`config.mk`:
```
export PLATFORM = sky130hd
export DESIGN_NAME = mmu_cycle_seq
export DESIGN_NICKNAME = d
export VERILOG_FILES = /design/src/rtl/mmu_pkg.sv /design/src/rtl/mmu_shadow_decode.sv /design/src/rtl/mmu_cycle_seq.sv
export SDC_FILE = /design/constraint.sdc
export NUM_CORES = 1
export LEC_CHECK = 0
export CAP_MARGIN = 15
export CELL_PAD_IN_SITES_DETAIL_PLACEMENT = 1
export CELL_PAD_IN_SITES_GLOBAL_PLACEMENT = 2
export CORE_ASPECT_RATIO = 0.9
export CORE_UTILIZATION = 26
export CTS_CLUSTER_DIAMETER = 100
export CTS_CLUSTER_SIZE = 16
export DETAILED_ROUTE_END_ITERATION = 8
export GPL_ROUTABILITY_DRIVEN = 0
export PLACE_DENSITY_LB_ADDON = 0.1
export SLEW_MARGIN = 10
export SYNTH_ARGS = -nofsm -noshare
export SYNTH_HDL_FRONTEND = slang
export SYNTH_SLANG_ARGS = --single-unit
```
`constraint.sdc`:
```
create_clock -name sysclk -period 3.42 [get_ports sysclk]
set_clock_uncertainty 0.2 [all_clocks]
set_input_delay 0.684 -clock sysclk [delete_from_list [all_inputs] [get_ports sysclk]]
set_output_delay 0.684 -clock sysclk [all_outputs]
set_load 0.01 [all_outputs]
```
`src/rtl/mmu_pkg.sv`:
```
// mmu_pkg: shared types and constants for the MMU cycle sequencer.
//   state_t        - sequencer states (idle, cache phases, map write, EMCL)
//   strobe_t       - bundle of active-low cycle strobes
//   STROBES_OFF    - all strobes inactive
//   SHADOW_TOP_DEFAULT / WCHIM_CYCLES_DEFAULT - parameter defaults for the top
package mmu_pkg;

    typedef enum logic [2:0] {
        StIdle = 3'd0,
        StCc1  = 3'd1,
        StCc2  = 3'd2,
        StCc3  = 3'd3,
        StWch  = 3'd4,
        StEmc  = 3'd5
    } state_t;

    // Active-low strobes. DVACC_n is a held qualifier, not a strobe, so it
    // lives outside this bundle.
    typedef struct packed {
        logic rt_n;
        logic wchim_n;
        logic emcl_n;
        logic cc2_n;
        logic wca_n;
    } strobe_t;

    localparam strobe_t STROBES_OFF = '1;

    localparam logic [7:0]  SHADOW_TOP_DEFAULT   = 8'hFF;
    localparam int unsigned WCHIM_CYCLES_DEFAULT = 2;

endpackage

```
`src/rtl/mmu_shadow_decode.sv`:
```
// mmu_shadow_decode: combinational qualifier compute for a memory request.
//   la        in  logical address (only the page byte la[15:8] matters)
//   shadow_en in  shadow access permitted
//   paging_on in  virtual accesses enabled
//   lshadow   out access falls in the shadow window and is permitted
//   dvacc_n   out active-low "direct (non-virtual) access" qualifier
module mmu_shadow_decode #(
    parameter logic [7:0] SHADOW_TOP = mmu_pkg::SHADOW_TOP_DEFAULT
) (
    input  logic [15:0] la,
    input  logic        shadow_en,
    input  logic        paging_on,
    output logic        lshadow,
    output logic        dvacc_n
);

    logic unused_la_low;

    assign lshadow       = shadow_en & (la[15:8] == SHADOW_TOP);
    assign dvacc_n       = paging_on;
    assign unused_la_low = ^la[7:0];

endmodule

```
`src/rtl/mmu_cycle_seq.sv`:
```
// mmu_cycle_seq: sequences MMU memory cycles and produces the registered
// control terms consumed by the downstream MMU control decode.
//   sysclk, sys_rst            clock, async active-high reset
//   req, req_write, la,        memory request and its qualifiers, sampled
//   sex_mode, shadow_en,       only in the accept cycle
//   paging_on
//   cache_hit                  tag compare result, sampled at the end of CC2
//   cmd_wchim, cmd_emcl        map-write and EMCL commands (priority emcl >
//                              wchim > req)
//   ready                      1 in IDLE only
//   done                       one-cycle pulse in the last cycle of an op
//   CA0, WRITE, DOUBLE,        registered qualifiers, held between ops
//   LSHADOW, DVACC_n
//   RT_n, WCHIM_n, EMCL_n,     registered active-low strobes
//   CC2_n, WCA_n
module mmu_cycle_seq #(
    parameter logic [7:0]  SHADOW_TOP   = mmu_pkg::SHADOW_TOP_DEFAULT,
    parameter int unsigned WCHIM_CYCLES = mmu_pkg::WCHIM_CYCLES_DEFAULT  // 1..15
) (
    input  logic        sysclk,
    input  logic        sys_rst,
    input  logic        req,
    input  logic        req_write,
    input  logic [15:0] la,
    input  logic        sex_mode,
    input  logic        shadow_en,
    input  logic        paging_on,
    input  logic        cache_hit,
    input  logic        cmd_wchim,
    input  logic        cmd_emcl,
    output logic        ready,
    output logic        done,
    output logic        CA0,
    output logic        WRITE,
    output logic        DOUBLE,
    output logic        LSHADOW,
    output logic        DVACC_n,
    output logic        RT_n,
    output logic        WCHIM_n,
    output logic        EMCL_n,
    output logic        CC2_n,
    output logic        WCA_n
);

    import mmu_pkg::*;

    localparam logic [3:0] WCHIM_LOAD = 4'(WCHIM_CYCLES);

    state_t     state_q;
    strobe_t    strb_q;
    logic [3:0] wcnt_q;
    logic       done_q;
    logic       ca0_q;
    logic       write_q;
    logic       double_q;
    logic       lshadow_q;
    logic       dvacc_n_q;

    logic       lshadow_d;
    logic       dvacc_n_d;
    logic       rt_n_d;
    logic       wca_n_d;

    mmu_shadow_decode #(
        .SHADOW_TOP (SHADOW_TOP)
    ) u_shadow_decode (
        .la        (la),
        .shadow_en (shadow_en),
        .paging_on (paging_on),
        .lshadow   (lshadow_d),
        .dvacc_n   (dvacc_n_d)
    );

    // The CC3 strobes are decided at the CC2->CC3 edge from the live
    // cache_hit, so the registered RT_n is itself the sampled hit result.
    always_comb begin
        rt_n_d  = ~(~write_q & ~cache_hit & ~lshadow_q);
        wca_n_d = ~(write_q & ~lshadow_q);
    end

    always_ff @(posedge sysclk or posedge sys_rst) begin
        if (sys_rst) begin
            state_q   <= StIdle;
            strb_q    <= STROBES_OFF;
            wcnt_q    <= 4'd0;
            done_q    <= 1'b0;
            ca0_q     <= 1'b0;
            write_q   <= 1'b0;
            double_q  <= 1'b0;
            lshadow_q <= 1'b0;
            dvacc_n_q <= 1'b1;
        end else begin
            // Strobes and done are single-state pulses; each state re-asserts
            // what it needs for the following cycle.
            strb_q <= STROBES_OFF;
            done_q <= 1'b0;
            case (state_q)
                StIdle: begin
                    if (cmd_emcl) begin
                        state_q       <= StEmc;
                        strb_q.emcl_n <= 1'b0;
                        done_q        <= 1'b1;
                        lshadow_q     <= 1'b0;
                    end else if (cmd_wchim) begin
                        state_q        <= StWch;
                        strb_q.wchim_n <= 1'b0;
                        wcnt_q         <= WCHIM_LOAD;
                        done_q         <= (WCHIM_LOAD == 4'd1);
                        lshadow_q      <= 1'b0;
                        dvacc_n_q      <= 1'b1;
                    end else if (req) begin
                        state_q   <= StCc1;
                        ca0_q     <= la[0];
                        write_q   <= req_write;
                        double_q  <= sex_mode;
                        lshadow_q <= lshadow_d;
                        dvacc_n_q <= dvacc_n_d;
                    end
                end
                StCc1: begin
                    state_q      <= StCc2;
                    strb_q.cc2_n <= 1'b0;
                end
                StCc2: begin
                    state_q     <= StCc3;
                    strb_q.rt_n <= rt_n_d;
                    strb_q.wca_n <= wca_n_d;
                    done_q      <= 1'b1;
                end
                StCc3: begin
                    state_q <= StIdle;
                end
                StWch: begin
                    if (wcnt_q <= 4'd1) begin
                        state_q <= StIdle;
                    end else begin
                        wcnt_q         <= wcnt_q - 4'd1;
                        strb_q.wchim_n <= 1'b0;
                        done_q         <= (wcnt_q == 4'd2);
                    end
                end
                StEmc: begin
                    state_q <= StIdle;
                end
                default: begin
                    state_q <= StIdle;
                end
            endcase
        end
    end

    assign ready   = (state_q == StIdle);
    assign done    = done_q;
    assign CA0     = ca0_q;
    assign WRITE   = write_q;
    assign DOUBLE  = double_q;
    assign LSHADOW = lshadow_q;
    assign DVACC_n = dvacc_n_q;
    assign RT_n    = strb_q.rt_n;
    assign WCHIM_n = strb_q.wchim_n;
    assign EMCL_n  = strb_q.emcl_n;
    assign CC2_n   = strb_q.cc2_n;
    assign WCA_n   = strb_q.wca_n;

endmodule

```
* Word-level counts from Yosys, hierarchy flattened *
Index checks and enable logic that the tools add are counted.

cells by class
  bitwise logic cells = 11
  add/subtract/negate cells = 1
  reduce and logical (&&, ||, !) cells = 9
  mux-type cells = 26
  order comparisons = 1
  equality and inequality tests = 10

operators by type and width
  kind                                                            number
  two-way mux 1 bit                                               15
  two-way mux 3 bit                                               4
  two-way mux 4 bit                                               3
  one-hot mux 3 bit (4 select lines)                              1
  equality test 8 bit, second input constant                      1
  != test 2 bit, second input constant                            4
  one-hot mux 4 bit (2 select lines)                              1
  AND reduction 4 bit                                             2
  NOT 1 bit                                                       7
  bitwise AND 1 bit                                               4
  equality test 4 x 2 -> 1 bit, second input constant             1
  less-or-equal comparator 4 x 1 -> 1 bit, second input constant  1
  != test 4 bit, second input constant                            1
  AND reduction 2 bit                                             2
  nonzero test 2 bit                                              2
  subtractor 4 x 1 -> 4 bit, second input constant                1
  equality test 3 x 1 -> 1 bit, second input constant             1
  equality test 3 x 2 -> 1 bit, second input constant             1
  equality test 3 bit, second input constant                      1
  zero test 3 bit                                                 1
  one-hot mux 1 bit (3 select lines)                              1
  AND reduction 3 bit                                             1
  nonzero test 3 bit                                              1
  one-hot mux 1 bit (2 select lines)                              1

word-level totals
  input port bits = 26
  bits in registers = 18

* Longest topological paths before layout *
  word-level depth = 5
  depth in mapped cells = 6

* Hierarchy *
A second synthesis with hierarchy kept.

unflattened totals
  cells, all modules = 81
  area, all modules = 870.8 µm²

by module, submodules not included
  module             seq. area each (µm²)  cells each  times used  area an instance (µm²)
  mmu_cycle_seq      457.9                 76          1           838.3
  mmu_shadow_decode  0.0                   5           1           32.5

* Worst setup path before layout *
Ideal clock, no wire load.

  path kind = reg-to-output
  from = reg state_q[2]
  to = out ready
  cell stages (with the launch flop) = 3
  path buffers = 0
  path slack = 1,574 ps
  arrival time = 962 ps
  data required time = 2,536 ps
  cell sequence = dfrtp_1 -> or3_4 -> inv_2

between the ends
  word-level cells in the longest chain between the ends = 1

ends and longest elaborated chain
  item                    line                  source
  from (decl)             mmu_cycle_seq.sv:49   state_t state_q;
  from (signal assigned)  mmu_cycle_seq.sv:83   state_q <= StIdle;
  from (signal assigned)  mmu_cycle_seq.sv:100  state_q <= StEmc;
  from (signal assigned)  mmu_cycle_seq.sv:105  state_q <= StWch;
  zero test 3 bit         mmu_cycle_seq.sv:152  assign ready = (state_q == StIdle);
  to (decl)               mmu_cycle_seq.sv:31   output logic ready,

No other way between the ends.

* Final worst setup path *
Ends and elaborated chain as after synthesis.

==> metrics.md <==
| Metric | Value |
|---|---|
| Power Density | around 780 nW/um2 |
| Ports | 38 |
| Post-synth top area share | 0.339 |
| Largest family of logic cells by synthesized area | simple AND/OR/NAND/NOR gates |
| Yosys warnings | 0 |
| Synth Area in Compound Gates | 0.127 |
| Logic gate share of total power | 0.420 |
| Synth-to-layout area growth | 45.5% |
| Synth area leader | dfrtp_1 |
| Status | finished, final reports clean |
| Worst endpoint required time | approximately 2500 ps |
| Switching share of power | 0.345 |
| Total Neg Setup Slack | 0 ps |
| Cell Area, Synth | 885 um2 |
| Vias per cell | 4.60 |
| VDD IR-drop max | 0.350 mV |
| Clock network power share | 0.173 |
| Worst Max-Slew Pin Slew | 714 ps |
| Die area | 3640 um2 |
| Die height | 57.3 um |
| WL/cell | 13.5 um |
| Mapped Nets | between 100 and 150 |
| Met3 Usage GRT | 0.0440 |
| HP Class | register to register |
| DIE WIDTH | around 63 um |
| Post-synthesis instance total | 77 |
| P_int | roughly 650 uW |
| Synth Area in Adders | 0.0424 |
| Met2 usage | 0.205 |
| Final #Nets | 140 |
| First-pass GRT wire length | 3700 um |
| Drt total wl | around 2000 um |
| Average cell area after synthesis | ~11 um2 |
| Busiest layer in global routing | met2 |
| H-tree depth | 1 |
| # resized after CTS | 0 |
| Row count | 19 |
| CTS Sinks | 18 |
| Final setup violation count | 0 |
| Tot Pwr | around 1000 uW |
| CTS Buffer Depth | 2 |
| Number of diodes | 0 |
| Hpwl dp | between 1500 and 2000 um |
| Max Cap Viol | 0 |
| CP max FO | 8 |
| Ys async rst share | 1.00 |
| Peak Freq | between 300 and 400 MHz |
| Crit share post-route | 0.785 |
| Hold buffer count at CTS | 0 |
| Seq pwr share | 0.407 |
| Leakage power | approximately 0.00053 uW |
| Post-Synth XOR/XNOR Area | 0.00990 |
| Final hold vios | 0 |
| Port Buffer Count | 30 |
| Antenna Nets Post-Route | 0 |
| Synth area leaders | dfrtp_1 (34%), dfstp_2 (18%), mux2_4 (5.1%) |
| Grt met1 use | 0.186 |
| Clk root buf | clkbuf_8 |
| Worst-path clk slew | approximately 70 ps |
| Ys flop type | dfrtp_1 |
| Post-synth EDFFs | 0 |
| Post-synthesis mux area share | 0.0509 |
| Drc violations | 0 |
| Register bit total from synthesis | 18 |
| Post-CTS Setup Bufs | 0 |
| Sw Pwr | around 340 uW |
| Share of layout cells above drive strength 1 | 0.191 |
| CTS tree | yes |
| Crit Path Category | register to primary output |
| Largest net degree at the start of global routing | 19 |
| Grt total ovfl | 0 |
| Critical Path AT | roughly 1800 ps |
| Final Max Tran Viols | 0 |
| Post-Synth Simple-Gate Area | 0.221 |
| Num CTS Buffers | 3 |
| Critical path endpoint category | primary output |
| Synth unique cells | 31 |
| Worst slew margin | 0.524 |
| RSZ-0062 raised after global routing | no |
| Vias in the first global route | approximately 730 |
| Sequential share of the synthesized area | 0.518 |
| First-pass detailed-route iteration total | 4 |
| Drt initial violations | 17 |
| Core area | 3140 um2 |
| Critical Path Source Type | register |
| GRT Total Usage | 0.133 |
| Initial antenna violation count | 0 |
| Fin crit period | roughly 2700 ps |
| Starting density of the core | 0.282 |
| Clock Latency Late Sink | ~250 ps |
| Via count | between 600 and 700 |
power by group through the flow:
stage	Clock, uW	Combinational (uW)	Sequential [uW]
floorplan	0	247	403
global placement	0	419	407
detailed placement	0	427	412
CTS	179	429	408
global route	186	468	424
finish	173	419	406
final cells by class:
class                           instances  area, um2
Clock buffer                            4       55.1
Multi-Input combinational cell         52        399
Inverter                                6       22.5
Sequential cell                        18        458
Tap cell                               42       52.6
Timing Repair Buffer                   30        300
Fill cell                             359       1850
final timing paths:
| kind | start | end | slack, ps | cells after the start |
|---|---|---|---|---|
| hold reg to reg | CA0$_DFFE_PP0P_ | CA0$_DFFE_PP0P_ | 310 | 1 |
| setup reg to reg | wcnt_q[0]$_DFFE_PP0P_ | wcnt_q[1]$_DFFE_PP0P_ | 1410 | 6 |
| min in group asynchronous | sys_rst | wcnt_q[0]$_DFFE_PP0P_ | 650 | 2 |
| hold / removal | CA0$_DFFE_PP0P_ | CA0$_DFFE_PP0P_ | 310 | 1 |
| max in group asynchronous | sys_rst | DOUBLE$_DFFE_PP0P_ | 1920 | 2 |
| setup / recovery | state_q[2]$_DFFE_PP0P_ | ready | 730 | 3 |
layout by cell type, fill, tap and decap left out:
master and instances:
a211oi_1 1, o22a_1 1, o21ai_1 3, nor2_1 6, nand4b_1 2, clkbuf_8 4
a2bb2oi_2 1, o31a_1 1, or3_4 1, or3b_1 1, a21oi_1 2, clkdlybuf4s50_1 30
inv_2 1, o31ai_1 3, dfstp_2 6, nor3b_2 1, nor4b_1 1, nor3_2 1
mux2_4 3, nor2b_1 1, nor3_1 3, nand3_1 4, dfrtp_1 12, nor4_4 1
ha_1 3, inv_1 5, nand2_1 6, a2111oi_0 1, o41ai_2 1, xnor2_1 1
nand4_1 2, nand2_2 1
cell usage after synthesis (2+ instances only):
master / count
mux2_4: 3
ha_1: 3
inv_1: 5
nand4_1: 2
dfrtp_1: 12
nand4b_1: 2
nand2_1: 6
dfstp_2: 6
nor3_1: 3
nor2_1: 6
o31ai_1: 3
a21oi_1: 2
nand3_1: 4
o21ai_1: 3
worst max-delay path, cell delays in order (launching register included):
cell,delay (ps)
dfrtp_1,480
or3_4,470
inv_2,70
clkdlybuf4s50_1,520
through the flow:
stage	cells	hold slack (ps)	util	instance area, um2	setup WS [ps]
floorplan	77	295	-	885	1570
global placement	148	299	0.393	1230	981
detailed placement	148	298	0.393	1230	936
CTS	152	319	0.410	1290	718
global route	152	333	0.410	1290	665
finish	152	313	0.410	1290	734
routing by layer:
layer,vias up,wire (um)
met5,-,0
li1,344,-
met3,2,85
met2,17,945
met1,336,999
met4,0,17
logic make-up after synthesis:
family | after synthesis
compound gates | 14
xor+xnor | 1
fa+ha+maj | 3
buf+inv | 7
flops | 18
mux | 3
simple gates | 31
state kept, by name (all words and copies together) (netlist names):
signal   flops
DOUBLE       1
RT_n         1
EMCL_n       1
LSHADOW      1
CA0          1
DVACC_n      1
state_q      3
CC2_n        1
WCHIM_n      1
done         1
wcnt_q       4
WRITE        1
WCA_n        1
Power figures use the tool's default switching activity.
